## src/rtl/alu_pkg.sv

```systemverilog
// Shared opcode and FSM types for the pipelined ALU.
// Codes 1_0xxx are multiply/divide (only live with ALU_MULDIV_EN).
package alu_pkg;

  typedef enum logic [4:0] {
    OP_AND    = 5'h00,
    OP_OR     = 5'h01,
    OP_XOR    = 5'h02,
    OP_ADD    = 5'h03,
    OP_SUB    = 5'h04,
    OP_PASS   = 5'h06,
    OP_SLL    = 5'h07,
    OP_SRL    = 5'h08,
    OP_SRA    = 5'h09,
    OP_SLLA   = 5'h0A,
    OP_SLTU   = 5'h0B,
    OP_SLT    = 5'h0C,
    OP_MUL    = 5'h10,
    OP_MULH   = 5'h11,
    OP_MULHSU = 5'h12,
    OP_MULHU  = 5'h13,
    OP_DIV    = 5'h14,
    OP_DIVU   = 5'h15,
    OP_REM    = 5'h16,
    OP_REMU   = 5'h17
  } alu_op_t;

  typedef enum logic [1:0] {
    IDLE = 2'd0,
    BUSY = 2'd1,
    DONE = 2'd2
  } state_t;

  localparam logic [1:0] MD_PFX = 2'b10;

endpackage

```

## src/rtl/alu_muldiv_iter.sv

```systemverilog
// Radix-2 shift-add multiplier and restoring divider, XLEN steps.
// Instantiated by alu_pipe only when ALU_MULDIV_EN is defined.
module alu_muldiv_iter #(
  parameter int XLEN = 32
) (
  input  logic            clk,
  input  logic            rst,
  input  logic            start,
  input  logic            abort,
  input  logic [2:0]      op,
  input  logic [XLEN-1:0] a,
  input  logic [XLEN-1:0] b,
  output logic            done,
  output logic [XLEN-1:0] res
);

  localparam int SHW = $clog2(XLEN);
  localparam logic [SHW-1:0] LAST = SHW'(XLEN - 1);

  logic            busy;
  logic [SHW-1:0]  cnt;
  logic [2:0]      op_q;
  logic            neg_q, negr_q, div0_q;
  logic [XLEN-1:0] a_q, md_q, hi_q, lo_q;
  logic [XLEN-1:0] hi_n, lo_n;
  logic            sa, sb;
  logic [XLEN-1:0] ma, mb;
  logic [XLEN:0]   sum, shf;
  logic            ge;
  logic [XLEN-1:0] sub;
  logic [2*XLEN-1:0] prod;
  logic [XLEN-1:0] quo, rem;

  always_comb begin
    sa = a[XLEN-1] &
         (op inside {3'b001, 3'b010, 3'b100, 3'b110});
    sb = b[XLEN-1] &
         (op inside {3'b001, 3'b100, 3'b110});
    ma = sa ? -a : a;
    mb = sb ? -b : b;
  end

  always_comb begin
    sum = {1'b0, hi_q} + (lo_q[0] ? {1'b0, md_q} : '0);
    shf = {hi_q, lo_q[XLEN-1]};
    ge  = shf >= {1'b0, md_q};
    sub = shf[XLEN-1:0] - md_q;
    if (!op_q[2]) begin
      hi_n = sum[XLEN:1];
      lo_n = {sum[0], lo_q[XLEN-1:1]};
    end else begin
      hi_n = ge ? sub : shf[XLEN-1:0];
      lo_n = {lo_q[XLEN-2:0], ge};
    end
  end

  assign done = busy && (cnt == LAST);

  always_ff @(posedge clk or posedge rst) begin
    if (rst) begin
      busy   <= 1'b0;
      cnt    <= '0;
      op_q   <= '0;
      neg_q  <= 1'b0;
      negr_q <= 1'b0;
      div0_q <= 1'b0;
      a_q    <= '0;
      md_q   <= '0;
      hi_q   <= '0;
      lo_q   <= '0;
    end else if (abort) begin
      busy <= 1'b0;
    end else if (start) begin
      busy   <= 1'b1;
      cnt    <= '0;
      op_q   <= op;
      neg_q  <= sa ^ sb;
      negr_q <= sa;
      div0_q <= (b == '0);
      a_q    <= a;
      md_q   <= op[2] ? mb : ma;
      hi_q   <= '0;
      lo_q   <= op[2] ? ma : mb;
    end else if (busy) begin
      hi_q <= hi_n;
      lo_q <= lo_n;
      cnt  <= cnt + 1'b1;
      if (done) busy <= 1'b0;
    end
  end

  // Final step is taken combinationally so the result lands with done.
  always_comb begin
    prod = {hi_n, lo_n};
    if (neg_q) prod = -prod;
    quo = neg_q ? -lo_n : lo_n;
    rem = negr_q ? -hi_n : hi_n;
    if (div0_q) begin
      quo = '1;
      rem = a_q;
    end
    if (!op_q[2])
      res = (op_q[1:0] == 2'b00) ? prod[XLEN-1:0]
                                 : prod[2*XLEN-1:XLEN];
    else
      res = op_q[1] ? rem : quo;
  end

endmodule

```

## src/rtl/alu_pipe.sv

```systemverilog
// Pipelined ALU with valid/ready handshakes and registered result.
// Define ALU_MULDIV_EN to add the iterative multiply/divide path.
module alu_pipe
  import alu_pkg::*;
#(
  parameter int XLEN = 32
) (
  input  logic            clk,
  input  logic            rst,
  input  logic            i_valid,
  output logic            o_ready,
  input  logic [XLEN-1:0] i_1,
  input  logic [XLEN-1:0] i_2,
  input  logic [4:0]      aluSel,
  input  logic            i_flush,
  output logic            o_valid,
  input  logic            i_ready,
  output logic [XLEN-1:0] result,
  output logic            zero_flag
);

  localparam int SHW = $clog2(XLEN);

  logic [SHW-1:0]  sh;
  logic [XLEN-1:0] sc_res, md_res;
  logic            accept, sc_sel, md_fin;

  assign sh     = i_2[SHW-1:0];
  assign accept = i_valid && o_ready && !i_flush;

  always_comb begin
    sc_res = '0;
    unique case (aluSel)
      OP_AND:  sc_res = i_1 & i_2;
      OP_OR:   sc_res = i_1 | i_2;
      OP_XOR:  sc_res = i_1 ^ i_2;
      OP_ADD:  sc_res = i_1 + i_2;
      OP_SUB:  sc_res = i_1 - i_2;
      OP_PASS: sc_res = i_2;
      OP_SLL:  sc_res = i_1 << sh;
      OP_SRL:  sc_res = i_1 >> sh;
      OP_SRA:  sc_res = $signed(i_1) >>> sh;
      OP_SLLA: sc_res = i_1 << sh;
      OP_SLTU:
        sc_res = {{(XLEN-1){1'b0}}, i_1 < i_2};
      OP_SLT:
        sc_res = {{(XLEN-1){1'b0}},
                  $signed(i_1) < $signed(i_2)};
      default: sc_res = '0;
    endcase
  end

`ifdef ALU_MULDIV_EN
  state_t state, state_n;
  logic   is_md, md_done;

  assign is_md = (aluSel[4:3] == MD_PFX);

  alu_muldiv_iter #(.XLEN(XLEN)) u_md (
    .clk   (clk),
    .rst   (rst),
    .start (accept && is_md),
    .abort (i_flush),
    .op    (aluSel[2:0]),
    .a     (i_1),
    .b     (i_2),
    .done  (md_done),
    .res   (md_res)
  );

  assign o_ready = (state == IDLE) && (!o_valid || i_ready);
  assign sc_sel  = accept && !is_md;
  assign md_fin  = md_done && (state == BUSY);

  always_comb begin
    state_n = state;
    unique case (state)
      IDLE:    if (accept && is_md) state_n = BUSY;
      BUSY:    if (md_done) state_n = DONE;
      DONE:    if (i_ready) state_n = IDLE;
      default: state_n = IDLE;
    endcase
    if (i_flush) state_n = IDLE;
  end

  always_ff @(posedge clk or posedge rst) begin
    if (rst) state <= IDLE;
    else     state <= state_n;
  end
`else
  assign o_ready = !o_valid || i_ready;
  assign sc_sel  = accept;
  assign md_fin  = 1'b0;
  assign md_res  = '0;
`endif

  always_ff @(posedge clk or posedge rst) begin
    if (rst) begin
      o_valid <= 1'b0;
      result  <= '0;
    end else if (i_flush) begin
      o_valid <= 1'b0;
    end else if (sc_sel) begin
      o_valid <= 1'b1;
      result  <= sc_res;
    end else if (md_fin) begin
      o_valid <= 1'b1;
      result  <= md_res;
    end else if (i_ready) begin
      o_valid <= 1'b0;
    end
  end

  assign zero_flag = ~|result;

endmodule

```

## config.mk

```make
export PLATFORM = sky130hd
export DESIGN_NAME = alu_pipe
export DESIGN_NICKNAME = d
export VERILOG_FILES = /design/src/rtl/alu_pkg.sv /design/src/rtl/alu_muldiv_iter.sv /design/src/rtl/alu_pipe.sv
export SDC_FILE = /design/constraint.sdc
export NUM_CORES = 1
export LEC_CHECK = 0
export ABC_AREA = 1
export ABC_CLOCK_PERIOD_IN_PS = 1700
export BUFFER_PORTS_ARGS = -buffer_cell sky130_fd_sc_hd__buf_2
export CAP_MARGIN = 40
export CORE_UTILIZATION = 55
export DETAILED_ROUTE_END_ITERATION = 8
export MAX_ROUTING_LAYER = met4
export PLACE_DENSITY = 0.75
export SYNTH_ARGS = -nofsm -noshare
export SYNTH_HDL_FRONTEND = slang
export SYNTH_SLANG_ARGS = --single-unit
```

## constraint.sdc

```tcl
create_clock -name clk -period 1.7 [get_ports clk]
set_input_delay 0 -clock clk [delete_from_list [all_inputs] [get_ports clk]]
set_output_delay 0 -clock clk [all_outputs]
set_load 0.005 [all_outputs]
```

==> flow_results.xml, run 1 <==
<?xml version="1.0" encoding="UTF-8"?>
<metrics>
  <group name="yosys">
    <metric name="dominant_combinational_cell_family_by_area_after_synthesis" unit="">simple AND/OR/NAND/NOR gates</metric>
    <metric name="post-synth-top-area-fraction" unit="%">28.24</metric>
    <metric name="synth.area.top_cells" unit="">nand2_1, nand3_1, ha_1, inv_1, dfrtp_1</metric>
    <metric name="synth_seq_cells" unit="">33</metric>
    <metric name="synth-simple-area-share" unit="%">58.67</metric>
    <metric name="synth_xor_xnor_area_share" unit="%">0.2209</metric>
    <metric name="post_synth_design_cell_area" unit="um2">11900</metric>
    <metric name="synthAdderAreaFrac" unit="%">10.75</metric>
    <metric name="post-synth-top-area-cell" unit="">nand2_1</metric>
    <metric name="synth-seq-area-share" unit="%">6.942</metric>
    <metric name="yosys_warnings" unit="">0</metric>
    <metric name="synth_compound_area_share" unit="%">8.109</metric>
    <metric name="syn_avg_cell_area" unit="um2">4.982</metric>
    <metric name="synthMuxAreaShare" unit="%">0.1683</metric>
    <metric name="post_synth_inst_count" unit="">2388</metric>
    <metric name="synth.net_count" unit="">2563</metric>
    <metric name="netlist-cell-type-count" unit="">42</metric>
  </group>
  <group name="floorplan">
    <metric name="die_width" unit="um">149.1</metric>
    <metric name="row_count" unit="">53</metric>
    <metric name="die_height" unit="um">149.1</metric>
    <metric name="start_util" unit="%">56.41</metric>
    <metric name="design.portCount" unit="">109</metric>
  </group>
  <group name="timing">
    <metric name="globalroute.repair_timing.worst_endpoint" unit="">result[25]$_DFFE_PP0P_/D</metric>
    <metric name="timing.worst_endpoint.kind" unit="">sequential cell input</metric>
  </group>
  <group name="outcome">
    <metric name="first_error_line_in_the_log" unit="">[ERROR GRT-0232] Routing congestion too high. Check the congestion heatmap in the GUI.</metric>
    <metric name="stop_stage" unit="">5_1_grt</metric>
    <metric name="run_status" unit="">did not finish</metric>
  </group>
  <group name="clock_network">
    <metric name="cts_buffers" unit="">5</metric>
    <metric name="cts_sinks" unit="">33</metric>
    <metric name="cts_htree_levels" unit="">2</metric>
    <metric name="clock_root_cell" unit="">clkbuf_16</metric>
    <metric name="cts.path.max_buffers" unit="">2</metric>
  </group>
  <group name="placed_design">
    <metric name="placement_setup_slack" unit="ns">-0.4763</metric>
    <metric name="place_congestion" unit="">1.189</metric>
    <metric name="dp.final_hpwl" unit="mm">51.10</metric>
    <metric name="io_buffer_count" unit="">108</metric>
  </group>
  <group name="global_route">
    <metric name="grt_max_degree" unit="">65</metric>
    <metric name="globalRouteTotalUtil" unit="%">76.91</metric>
    <metric name="globalRoute.totalOverflow" unit="">63</metric>
  </group>
</metrics>
==> per-layer routing <==
layer | GRT overflow | global-route usage (%)
met5 | - | -
met4 | 25 | 70.56
met3 | 2 | 58.04
met2 | 33 | 93.33
met1 | 3 | 77.58
==> synthesized netlist by cell type <==
library cell,count
nand2_1,895
nand3_1,434
inv_1,326
nor2_1,204
ha_1,99
o21ai_0,65
buf_2,55
a21oi_1,54
dfrtp_1,33
nand4_1,29
nor3_1,23
clkbuf_1,19
o22ai_1,15
o211ai_1,14
o21ai_1,14
nor4_1,12
inv_2,11
buf_1,10
buf_4,10
o21bai_1,8
nor2_4,7
and2_1,5
buf_6,5
nand2_2,5
a31oi_1,4
nand3b_1,4
nor2_2,4
xor2_1,3
and3_1,2
fa_1,2
inv_4,2
mux2i_1,2
nor2_8,2
nor3b_1,2
or2_2,2
a211oi_1,1
a22oi_1,1
clkbuf_2,1
clkinv_1,1
nand2_4,1
nand3_2,1
nand4_2,1
==> cell families after synthesis <==
family          Yosys count
mux                       2
fa+ha+maj               101
compound gates          176
simple gates           1633
xor+xnor                  3
buf+inv                 440
flops                    33
==> timing repair <==
action | in CTS
gates resized for setup | 45
pin swaps | 1
hold buffers | 3
buffers inserted | 2
endpoints found under the hold margin | 34
endpoints found under the setup margin | 18
==> through the flow <==
stage          instance area, um2  instances  utilization, %
3_5_place_dp                16320       3170           77.37
2_1_floorplan               12060       2388               -
4_1_cts                     16640       3183           78.89
3_3_place_gp                16320       3170           77.37
==> inputs of run 2 (changes only) <==
--- a/config.mk
+++ b/config.mk
@@ -9,10 +9,9 @@
 export ABC_CLOCK_PERIOD_IN_PS = 1700
 export BUFFER_PORTS_ARGS = -buffer_cell sky130_fd_sc_hd__buf_2
 export CAP_MARGIN = 40
-export CORE_UTILIZATION = 55
+export CORE_UTILIZATION = 40
 export DETAILED_ROUTE_END_ITERATION = 8
-export MAX_ROUTING_LAYER = met4
-export PLACE_DENSITY = 0.75
+export PLACE_DENSITY_LB_ADDON = 0.15
 export SYNTH_ARGS = -nofsm -noshare
 export SYNTH_HDL_FRONTEND = slang
 export SYNTH_SLANG_ARGS = --single-unit
==> run 2 against run 1 <==
The run now ends clean. Synthesized cell count stayed put. Synthesized area stayed put.
==> flow_results.xml, run 2 <==
<?xml version="1.0" encoding="UTF-8"?>
<metrics>
  <group name="drt">
    <metric name="post-route-drc-count" unit="">0</metric>
    <metric name="post_drt_wl_per_cell" unit="um">20.34</metric>
    <metric name="dr.pass1.iters" unit="">6</metric>
    <metric name="avgViaCountPerCell" unit="">5.491</metric>
    <metric name="drt-initial-drc-count" unit="">1884</metric>
    <metric name="num_vias" unit="">18240</metric>
    <metric name="number_of_routed_nets_with_antenna_violations" unit="">0</metric>
    <metric name="route.final.wire_length" unit="mm">67.56</metric>
  </group>
  <group name="timing">
    <metric name="finalSetupViolations" unit="">0</metric>
    <metric name="skew" unit="ns">0.007456</metric>
    <metric name="grt_setup_unrepaired" unit="">yes</metric>
    <metric name="timing_worst_slew_pin_value" unit="ns">0.5552</metric>
    <metric name="final_slew_viol_count" unit="">0</metric>
    <metric name="layout_min_cycle_time" unit="ns">1.657</metric>
    <metric name="hold-worst-slack" unit="ns">0.2358</metric>
    <metric name="finalCritPeriodShare" unit="%">97.46</metric>
    <metric name="post-route-worst-setup-slack" unit="ns">0.04325</metric>
    <metric name="timing.max_slew.rel_slack" unit="%">62.99</metric>
    <metric name="finalHoldViolations" unit="">0</metric>
    <metric name="maxClockFrequency" unit="MHz">603.6</metric>
  </group>
  <group name="clock_network">
    <metric name="clk_latency" unit="ns">0.31</metric>
    <metric name="cts_htree_levels" unit="">2</metric>
    <metric name="clkTransAtPathRegs" unit="ns">0.06</metric>
    <metric name="cts.path.max_buffers" unit="">2</metric>
    <metric name="cts_tree" unit="">done</metric>
    <metric name="clock_root_cell" unit="">clkbuf_16</metric>
    <metric name="cts_buffers" unit="">5</metric>
    <metric name="cts_sinks" unit="">33</metric>
  </group>
  <group name="power_and_ir_drop">
    <metric name="leakage_power" unit="uW">0.01021</metric>
    <metric name="worst_case_vdd_ir_drop" unit="V">0.0003070</metric>
    <metric name="p_per_area" unit="nW/um2">410.9</metric>
  </group>
  <group name="yosys">
    <metric name="post_synth_inst_count" unit="">2388</metric>
    <metric name="post_synth_design_cell_area" unit="um2">11900</metric>
    <metric name="async_reset_ff_share" unit="%">100.0</metric>
    <metric name="synth-seq-area-share" unit="%">6.942</metric>
    <metric name="post-synth-top-area-cell" unit="">nand2_1</metric>
    <metric name="synth_xor_xnor_area_share" unit="%">0.2209</metric>
    <metric name="synth.net_count" unit="">2563</metric>
    <metric name="dominant_combinational_cell_family_by_area_after_synthesis" unit="">simple AND/OR/NAND/NOR gates</metric>
    <metric name="yosys_warnings" unit="">0</metric>
    <metric name="ys.flop_type" unit="">dfrtp_1</metric>
    <metric name="post-synth-top-area-fraction" unit="%">28.24</metric>
    <metric name="synth.area.top_cells" unit="">nand2_1, nand3_1, ha_1, inv_1, dfrtp_1</metric>
    <metric name="synth_seq_cells" unit="">33</metric>
    <metric name="synth_compound_area_share" unit="%">8.109</metric>
    <metric name="ranking_of_synthesized_cells_by_instance_count" unit="">nand2_1, nand3_1, inv_1, nor2_1, ha_1</metric>
    <metric name="yosys.cell_count.top_type" unit="">nand2_1</metric>
    <metric name="synth-edff-count" unit="">0</metric>
    <metric name="synth-simple-area-share" unit="%">58.67</metric>
    <metric name="netlist-cell-type-count" unit="">42</metric>
    <metric name="synthAdderAreaFrac" unit="%">10.75</metric>
    <metric name="synthMuxAreaShare" unit="%">0.1683</metric>
    <metric name="syn_avg_cell_area" unit="um2">4.982</metric>
  </group>
  <group name="cells_and_area">
    <metric name="stdcell_count" unit="">3322</metric>
    <metric name="largest_register" unit="">result</metric>
    <metric name="layout.cells.most_common_list" unit="">nand2_1, buf_4, nand3_1</metric>
    <metric name="layout-area-overhead-vs-synth" unit="%">51.27</metric>
    <metric name="num-fill-cells" unit="">2926</metric>
    <metric name="area.sequential" unit="um2">825.8</metric>
    <metric name="largest_register_ffs" unit="">32</metric>
    <metric name="diodes" unit="">0</metric>
    <metric name="drive_gt1_share" unit="%">30.87</metric>
    <metric name="design.final.nets" unit="">3112</metric>
    <metric name="commonest_non_fill_non_tap_cell_in_the_layout" unit="">nand2_1</metric>
    <metric name="multiInputGateArea" unit="um2">10310</metric>
    <metric name="largestRegisters" unit="">result: 32 flops, o_valid: 1 flops</metric>
  </group>
  <group name="floorplan">
    <metric name="coreArea" unit="um2">29010</metric>
    <metric name="row_count" unit="">62</metric>
    <metric name="design.portCount" unit="">109</metric>
    <metric name="die_width" unit="um">174.5</metric>
    <metric name="design.die.area" unit="um2">30430</metric>
    <metric name="die_height" unit="um">174.5</metric>
    <metric name="start_util" unit="%">41.00</metric>
  </group>
  <group name="placed_design">
    <metric name="dp.final_hpwl" unit="mm">56.34</metric>
    <metric name="dp_cells" unit="">3300</metric>
    <metric name="placement_setup_slack" unit="ns">-0.4556</metric>
    <metric name="place_congestion" unit="">1.070</metric>
    <metric name="io_buffer_count" unit="">108</metric>
  </group>
  <group name="setup_path">
    <metric name="critPathMaxFanout" unit="">20</metric>
    <metric name="worst_ep_required_time" unit="ns">1.89</metric>
    <metric name="worstSetupStartpointType" unit="">input pin</metric>
    <metric name="r2r_slack" unit="ns">0.35</metric>
    <metric name="arrival" unit="ns">1.85</metric>
    <metric name="endpoint_kind" unit="">flop</metric>
    <metric name="crit_type" unit="">in2reg</metric>
  </group>
  <group name="outcome">
    <metric name="run_status" unit="">completed</metric>
  </group>
  <group name="global_route">
    <metric name="grt_max_degree" unit="">50</metric>
    <metric name="grt_pass1_wl" unit="mm">97.81</metric>
    <metric name="globalRouteTotalUtil" unit="%">42.82</metric>
    <metric name="grt_pass1_vias" unit="">17040</metric>
    <metric name="globalRoute.totalOverflow" unit="">0</metric>
    <metric name="grt_antenna_before_repair" unit="">0</metric>
  </group>
  <group name="min_path">
    <metric name="worstHoldPathType" unit="">in2reg</metric>
  </group>
  <group name="flow_run">
    <metric name="drv_cap" unit="">0</metric>
  </group>
</metrics>
run 2: cell counts after synthesis:
Identical to the previous run, type by type.
run 2: power breakdown:
| group | switching [uW] | internal, uW |
|---|---|---|
| Clock | 472 | 541 |
| Combinational | 3140 | 2220 |
| Sequential | 141 | 882 |
| Total | 3750 | 3640 |
run 2: metrics by stage:
stage	util, %	instance area [um2]	total power (uW)	TNS [ns]
5_1_grt	62.03	18000	7801	-0.3493
4_1_cts	58.50	16970	6852	-0.07496
6_report	62.03	18000	7394	0
2_1_floorplan	-	12060	3323	-0.7261
3_5_place_dp	57.47	16670	5777	-10.73
3_3_place_gp	57.47	16670	5730	-9.878
run 2: logic make-up after synthesis:
kind of cell               Yosys count
and+or+nand+nor                   1633
buffers and inverters              440
AOI/OAI and AO/OA                  176
adders and majority gates          101
DFF                                 33
xor gates and xnor gates             3
muxes                                2
run 2: repair_timing:
| action | CTS | global route |
|---|---|---|
| pin swaps | 1 | 52 |
| endpoints found under the setup margin | 21 | 31 |
| buffers inserted | 0 | 11 |
| hold buffers | 3 | 0 |
| resized for setup | 41 | 248 |
| gates cloned | 0 | 1 |
| hold endpoints to repair | 34 | 0 |
run 2: final timing paths:
path / startpoint / end / cells past startpoint
max: i_2[0] / result[9] / 15
min: aluSel[4] / result[0] / 7
max reg2reg: o_valid / o_valid / 5
min reg2reg: result[0] / result[0] / 2
max in group asynchronous: rst / result[7] / 4
min in group asynchronous: rst / result[14] / 4
run 2: area by class of cell:
type                    instances  area share, %
well taps                     384          2.670
flip-flops and latches         33          4.589
inverters                     340          7.266
clock buffers                   5         0.6953
repair buffers                642          27.41
clock inverters                 3        0.09734
multi-input cells            1915          57.27
run 2: per-layer routing:
metal / track usage, % / share of wire, %
met1: 55.04 / 40
met4: 25.44 / 6.9
met2: 68.33 / 44
met3: 5.337 / 8.7
met5: 0 / 0
run 2: worst max-delay path, cell delays in order:
cell and delay, ns:
buf_6 0.12, buf_12 0.16, buf_6 0.14, nand2_2 0.07, and2_4 0.16, buf_4 0.10, nand2_1 0.07, nand3_2 0.09
nand2_1 0.08, nor2_2 0.11, nor2_1 0.09, nor2_1 0.17, nand4_1 0.26, nand2_1 0.17, nand2_1 0.06
Note: power is estimated with default switching activity, not from simulation.
